--- config.mk ---
export PLATFORM = sky130hd
export DESIGN_NAME = fetch_ctrl
export DESIGN_NICKNAME = d
export VERILOG_FILES = /design/src/rtl/fetch_ctrl.sv
export SDC_FILE = /design/constraint.sdc
export NUM_CORES = 1
export LEC_CHECK = 0
export CAP_MARGIN = 25
export CORE_UTILIZATION = 53
export CTS_CLUSTER_SIZE = 40
export DETAILED_ROUTE_END_ITERATION = 12
export GPL_TIMING_DRIVEN = 0
export PLACE_DENSITY = 0.89
export SLEW_MARGIN = 40
export SYNTH_ARGS = -nofsm -noshare
export SYNTH_HDL_FRONTEND = slang
export SYNTH_SLANG_ARGS = --single-unit
--- constraint.sdc ---
create_clock -name clk -period 9.2 [get_ports clk]
set_input_delay 1.38 -clock clk [delete_from_list [all_inputs] [get_ports clk]]
set_output_delay 1.38 -clock clk [all_outputs]
set_load 0.01 [all_outputs]
--- src/rtl/fetch_ctrl.sv ---
// Instruction-fetch sequencer: owns the PC, issues instr_mem reads, and buffers
// returned words in a 2-entry queue presented to decode with valid/ready.
module fetch_ctrl #(
  parameter int                ADDR_W   = 10,
  parameter int                DATA_W   = 16,
  parameter logic [ADDR_W-1:0] RESET_PC = '0
) (
  input  logic              clk,
  input  logic              rst,
  output logic              mem_rd_en,
  output logic [ADDR_W-1:0] mem_addr,
  input  logic [DATA_W-1:0] mem_instr,
  output logic              out_valid,
  input  logic              out_ready,
  output logic [DATA_W-1:0] out_instr,
  output logic [ADDR_W-1:0] out_pc,
  input  logic              redirect,
  input  logic [ADDR_W-1:0] redirect_pc,
  input  logic              halt,
  output logic              halted
);

  typedef enum logic {RUN, HALTED} state_t;

  state_t            state, state_nxt;
  logic [ADDR_W-1:0] pc;
  logic              inflight;
  logic [ADDR_W-1:0] inflight_pc;
  logic [ADDR_W-1:0] q_pc    [2];
  logic [DATA_W-1:0] q_instr [2];
  logic              head;
  logic [1:0]        count;
  logic              pop;
  logic              push;
  logic              wr_idx;
  logic [2:0]        occ;

  // Slots already committed after this cycle's pop; a read is only issued
  // when a free slot is guaranteed, so the queue can never overflow.
  assign pop    = out_valid & out_ready;
  assign occ    = {1'b0, count} + {2'b00, inflight} - {2'b00, pop};
  assign push   = inflight & ~redirect;
  assign wr_idx = head ^ count[0];

  assign mem_rd_en = ~rst & (state == RUN) & ~redirect & ~halt & (occ < 3'd2);
  assign mem_addr  = pc;
  assign out_valid = (count != 2'd0);
  assign out_pc    = q_pc[head];
  assign out_instr = q_instr[head];
  assign halted    = (state == HALTED);

  always_comb begin
    state_nxt = state;
    if (halt) begin
      state_nxt = HALTED;
    end else if (redirect) begin
      state_nxt = RUN;
    end
  end

  always_ff @(posedge clk or posedge rst) begin
    if (rst) begin
      state    <= RUN;
      pc       <= RESET_PC;
      inflight <= 1'b0;
      count    <= 2'd0;
      head     <= 1'b0;
    end else begin
      state    <= state_nxt;
      inflight <= mem_rd_en;
      if (redirect) begin
        pc    <= redirect_pc;
        count <= 2'd0;
      end else begin
        if (mem_rd_en) begin
          pc <= pc + 1'b1;
        end
        if (push && !pop) begin
          count <= count + 2'd1;
        end else if (!push && pop) begin
          count <= count - 2'd1;
        end
        if (pop) begin
          head <= ~head;
        end
      end
    end
  end

  // Request stage (inflight_pc) and queue payload: data only, no reset needed
  always_ff @(posedge clk) begin
    if (mem_rd_en) begin
      inflight_pc <= pc;
    end
    if (push) begin
      q_pc[wr_idx]    <= inflight_pc;
      q_instr[wr_idx] <= mem_instr;
    end
  end

endmodule

# Word-level counts from Yosys, hierarchy flattened
# Memories as Yosys holds them, arrays and structs flattened.
# Cells that the tools add are included.
# word_totals
wordCells	44
memories	2
ram_bits	52
regBits	25
input_bits	31
# memory_table
name	words	width	read_ports	rd_ports_with_merged_regs	wr	line	source
q_instr	2	16	1	0	1	30	logic [DATA_W-1:0] q_instr [2];
q_pc	2	10	1	0	1	29	logic [ADDR_W-1:0] q_pc [2];
# op_classes
reduce_logical	9
n_addsub	5
bitwise	12
n_mux	9
order_cmp	1
# ops
cell	n
two-way mux 10 bit	2
adder 10 x 1 -> 10 bit, second input constant	1
AND 1 bit	6
two-way mux 2 bit	3
nonzero test 2 bit	3
NOT 1 bit	5
two-way mux 1 bit	4
adder 2 x 1 -> 3 bit	1
less-than comparator 3 x 2 -> 1 bit, second input constant	1
nonzero test 3 bit	1
subtractor 3 x 1 -> 3 bit	1
adder 2 x 1 -> 2 bit, second input constant	1
logical AND 1 bit	2
zero test 1 bit	2
AND reduction 2 bit	1
subtractor 2 x 1 -> 2 bit, second input constant	1
bitwise XOR 1 bit	1

# Longest topological paths before layout
# depth
depth_word	7
depth_mapped	9
ltp_nobuf	8

# Least setup slack after synthesis
# No wires, ideal clock.
# synth_timing
path_type	input to output
startpoint	input out_ready
endpoint	output mem_rd_en
n_path_buf	1
path_stages	8
t_required_ps	7820
slack_ps	4205
t_arrival_ps	3615
path_cell_list	nand2_1 mux2i_1 nand2_1 fa_1 or4b_4 or2_1 buf_6 nor2_1
# synth_via
elab_chain_len	4
# synth_lines
element	line	source
start, declared	14	input logic out_ready,
AND 1 bit	40	assign pop = out_valid & out_ready;
subtractor 3 x 1 -> 3 bit	41	assign occ = {1'b0, count} + {2'b00, inflight} - {2'b00, pop};
less-than comparator 3 x 2 -> 1 bit	45	assign mem_rd_en = ~rst & (state == RUN) & ~redirect & ~halt & (occ < 3'd2);
AND 1 bit	45	
end, declared	10	output logic mem_rd_en,
# Every way passes these cells.

# Worst setup path after layout
# Ends and elaborated chain as after synthesis.

==> metrics.txt <==
Async S/R FF share, synth=0.195; core area=5510 sq um; CTS tree=done; Worst Setup SP=out_ready; Final Setup Violations=0; # hold bufs at CTS=0; DP HPWL=3.72 mm; period utilization=0.677; clock root buffer master=clkbuf_8; CTS sink cnt=77; Tot GR Track Use=0.195; die area=6020 sq um; worst hold path endpoint=q_pc[1][6]$_DFFE_PP_; Initial DRC Count=102; min Tclk post-route=6.23 ns; Max-slew headroom=0.588; FF-to-FF End=inflight_pc[9]$_DFFE_PP_; IO Port Bufs=68; drt pass-1 iters=4; # Post-CTS Setup Buffers=0; Slew Viols, Final=0; Clk Latency, worst-skew pair=0.33 ns; required time of the critical path=7.82 ns; r2r startpoint=count[0]$_DFFE_PP0P_; fin area=4020 sq um; vias in the first global route=1895; Hold Path Origin=inflight_pc[6]$_DFFE_PP_; post-synth cell types=34; Hold Vio Cnt, Final=0; Max Root-Sink Buffers=2; Main synth FF type=edfxtp_1; first-pass GRT wire length=8.81 mm; cell count of the worst reg-to-reg path=8; Cell Rows=27; fmax=0.160 GHz; largest net degree at the start of global routing=27; Synthesized Nets=216; Placed Area=3830 sq um; RSZ-0062 raised after global routing=no; Antenna Cells=0; pwr/cell area=194 nW/um^2; Post-DRT Antenna Nets=0; Worst-path clk slew=0.07 ns; max_cap viols=0; syn avg cell area=16.5 sq um; cell breakdown of the critical path=clkdlybuf4s50_1, nand2_1, mux2i_1, nand2_1, fa_1, or4b_4, or2_1, buf_6, nor2_2, clkdlybuf4s50_1; Die W=77.6 um; initial antenna violation count=0; CP startpoint kind=primary input; maximum VDD drop=0.0000949 V; Setup Skew=0.00924 ns; status=finished, final reports clean; total number of vias=1812; CP peak stage delay=0.66 ns; Slowest cell on crit path=clkdlybuf4s50_1; crit path kind=in -> out; Hold WS=0.448 ns; Yosys warnings=0; grt total ovfl=0; DRC=0; post-DR wirelength/cell=15.6 um; post-CTS resize count=0; CP Max Fanout=12; Post-Route WL=5.34 mm; io pins=70; total leakage power=1.40 nW; chip height=77.6 um; initial core utilization=0.550; H-tree Lvls=3; Layout fillers=372; GPL Wtd Cong=0.807; number of synthesized flops with an enable pin=62; Util after Layout=0.730; R2R Setup Slk=6.10 ns; Layout area overhead=32.7%; #FFs+latches synth=77; Mapped Area=3030 sq um; Vias/cell=5.28; hold depth=0; Syn Inst Count=183; Data arrival, critical path=4.85 ns; min-delay worst type=reg -> reg; Final TNS setup=0 ns; Worst setup EP type=primary output; Seq/Total Area, Yosys=0.739; worst-margin pin slew=0.618 ns; Inserted Clock Buffers=9; share of cells above drive strength 1=0.188; nets=299
-- critical path: cells and delay by family --
family | cells | cell delay, ns
fa+ha+maj | 1 | 0.51
buf+inv | 3 | 1.35
mux | 1 | 0.20
simple gates | 5 | 1.42
-- logic make-up (layout without fill, tap and decap cells) --
group,count (synthesis),after routing,synth area share
AND/OR/NAND/NOR,39,39,0.0694
flip-flops,77,77,0.739
buffers and inverters,12,100,0.0174
AO/OA/AOI/OAI,15,15,0.0306
multiplexers,29,29,0.107
adder cells (fa/ha/maj),2,2,0.0107
XOR/XNOR,9,9,0.0260
-- metrics by stage --
step           std cells  total power, mW  setup WS [ns]
4_1_cts              343            0.788           2.65
3_5_place_dp         327            0.552           2.68
5_1_grt              343            0.812           2.80
2_1_floorplan        183            0.474           4.20
3_3_place_gp         323            0.549           2.78
6_report             343            0.781           2.97
-- synthesized netlist by cell type, types with 3 or more instances --
cell type  instances  area share
inv_1              5      0.0062
dfrtp_1           15        0.12
edfxtp_1          62        0.61
mux2_2            27        0.10
o21ai_0            7       0.012
clkbuf_1           5      0.0062
nor2_1             6      0.0074
xor2_1             3      0.0087
nor3b_1            3      0.0074
nand2_1           11       0.014
xnor2_1            6       0.017
nand3_1            5      0.0083
-- worst max-delay path by stage --
stage | end | slack [ns] | depth (start not counted)
after global routing | mem_rd_en | 2.80 | 10
after CTS | mem_rd_en | 2.65 | 10
after global placement | mem_rd_en | 2.78 | 10
final | mem_rd_en | 2.97 | 10
after detailed placement | mem_rd_en | 2.68 | 10
after floorplan | mem_rd_en | 4.20 | 8
-- per-layer routing --
metal | wire length (um) | vias up | GRT usage
li1 | - | 855 | -
met1 | 2310 | 871 | 0.244
met2 | 2630 | 77 | 0.316
met3 | 323 | 9 | 0.0471
met4 | 77 | 0 | 0.102
met5 | 0 | - | 0
-- layout by cell type (no fill, tap or decap), drive strengths merged, types with 3 or more instances in the layout --
cell type,instances
o21ai,7
clkdlybuf4s50,68
clkinv,4
edfxtp,62
dfrtp,15
buf,5
xnor2,6
clkbuf,16
nor2,6
nand2,11
inv,5
mux2,27
xor2,3
nand3,5
nor3b,3
-- flip-flops by register name (all words and copies together) (netlist names) --
| register | flops |
|---|---|
| count | 2 |
| halted | 1 |
| head | 1 |
| inflight | 1 |
| inflight_pc | 10 |
| mem_addr | 10 |
| q_instr | 32 |
| q_pc | 20 |
-- report_power, final --
part	switching (mW)	internal, mW
sequential	0.00840	0.385
combinational	0.0612	0.0894
clock	0.113	0.124
-- area by class of cell --
cell class | count | area (sq um) | share of cell area
Buffer | 6 | 30.0 | 0.00747
Timing Repair Buffer | 72 | 708 | 0.176
Tap cell | 72 | 90.1 | 0.0224
Inverter | 6 | 22.5 | 0.00560
Multi-Input combinational cell | 94 | 747 | 0.186
Sequential cell | 77 | 2240 | 0.557
Clock inverter | 5 | 52.6 | 0.0131
Clock buffer | 11 | 131 | 0.0327
(Power assumes the default switching activity.)
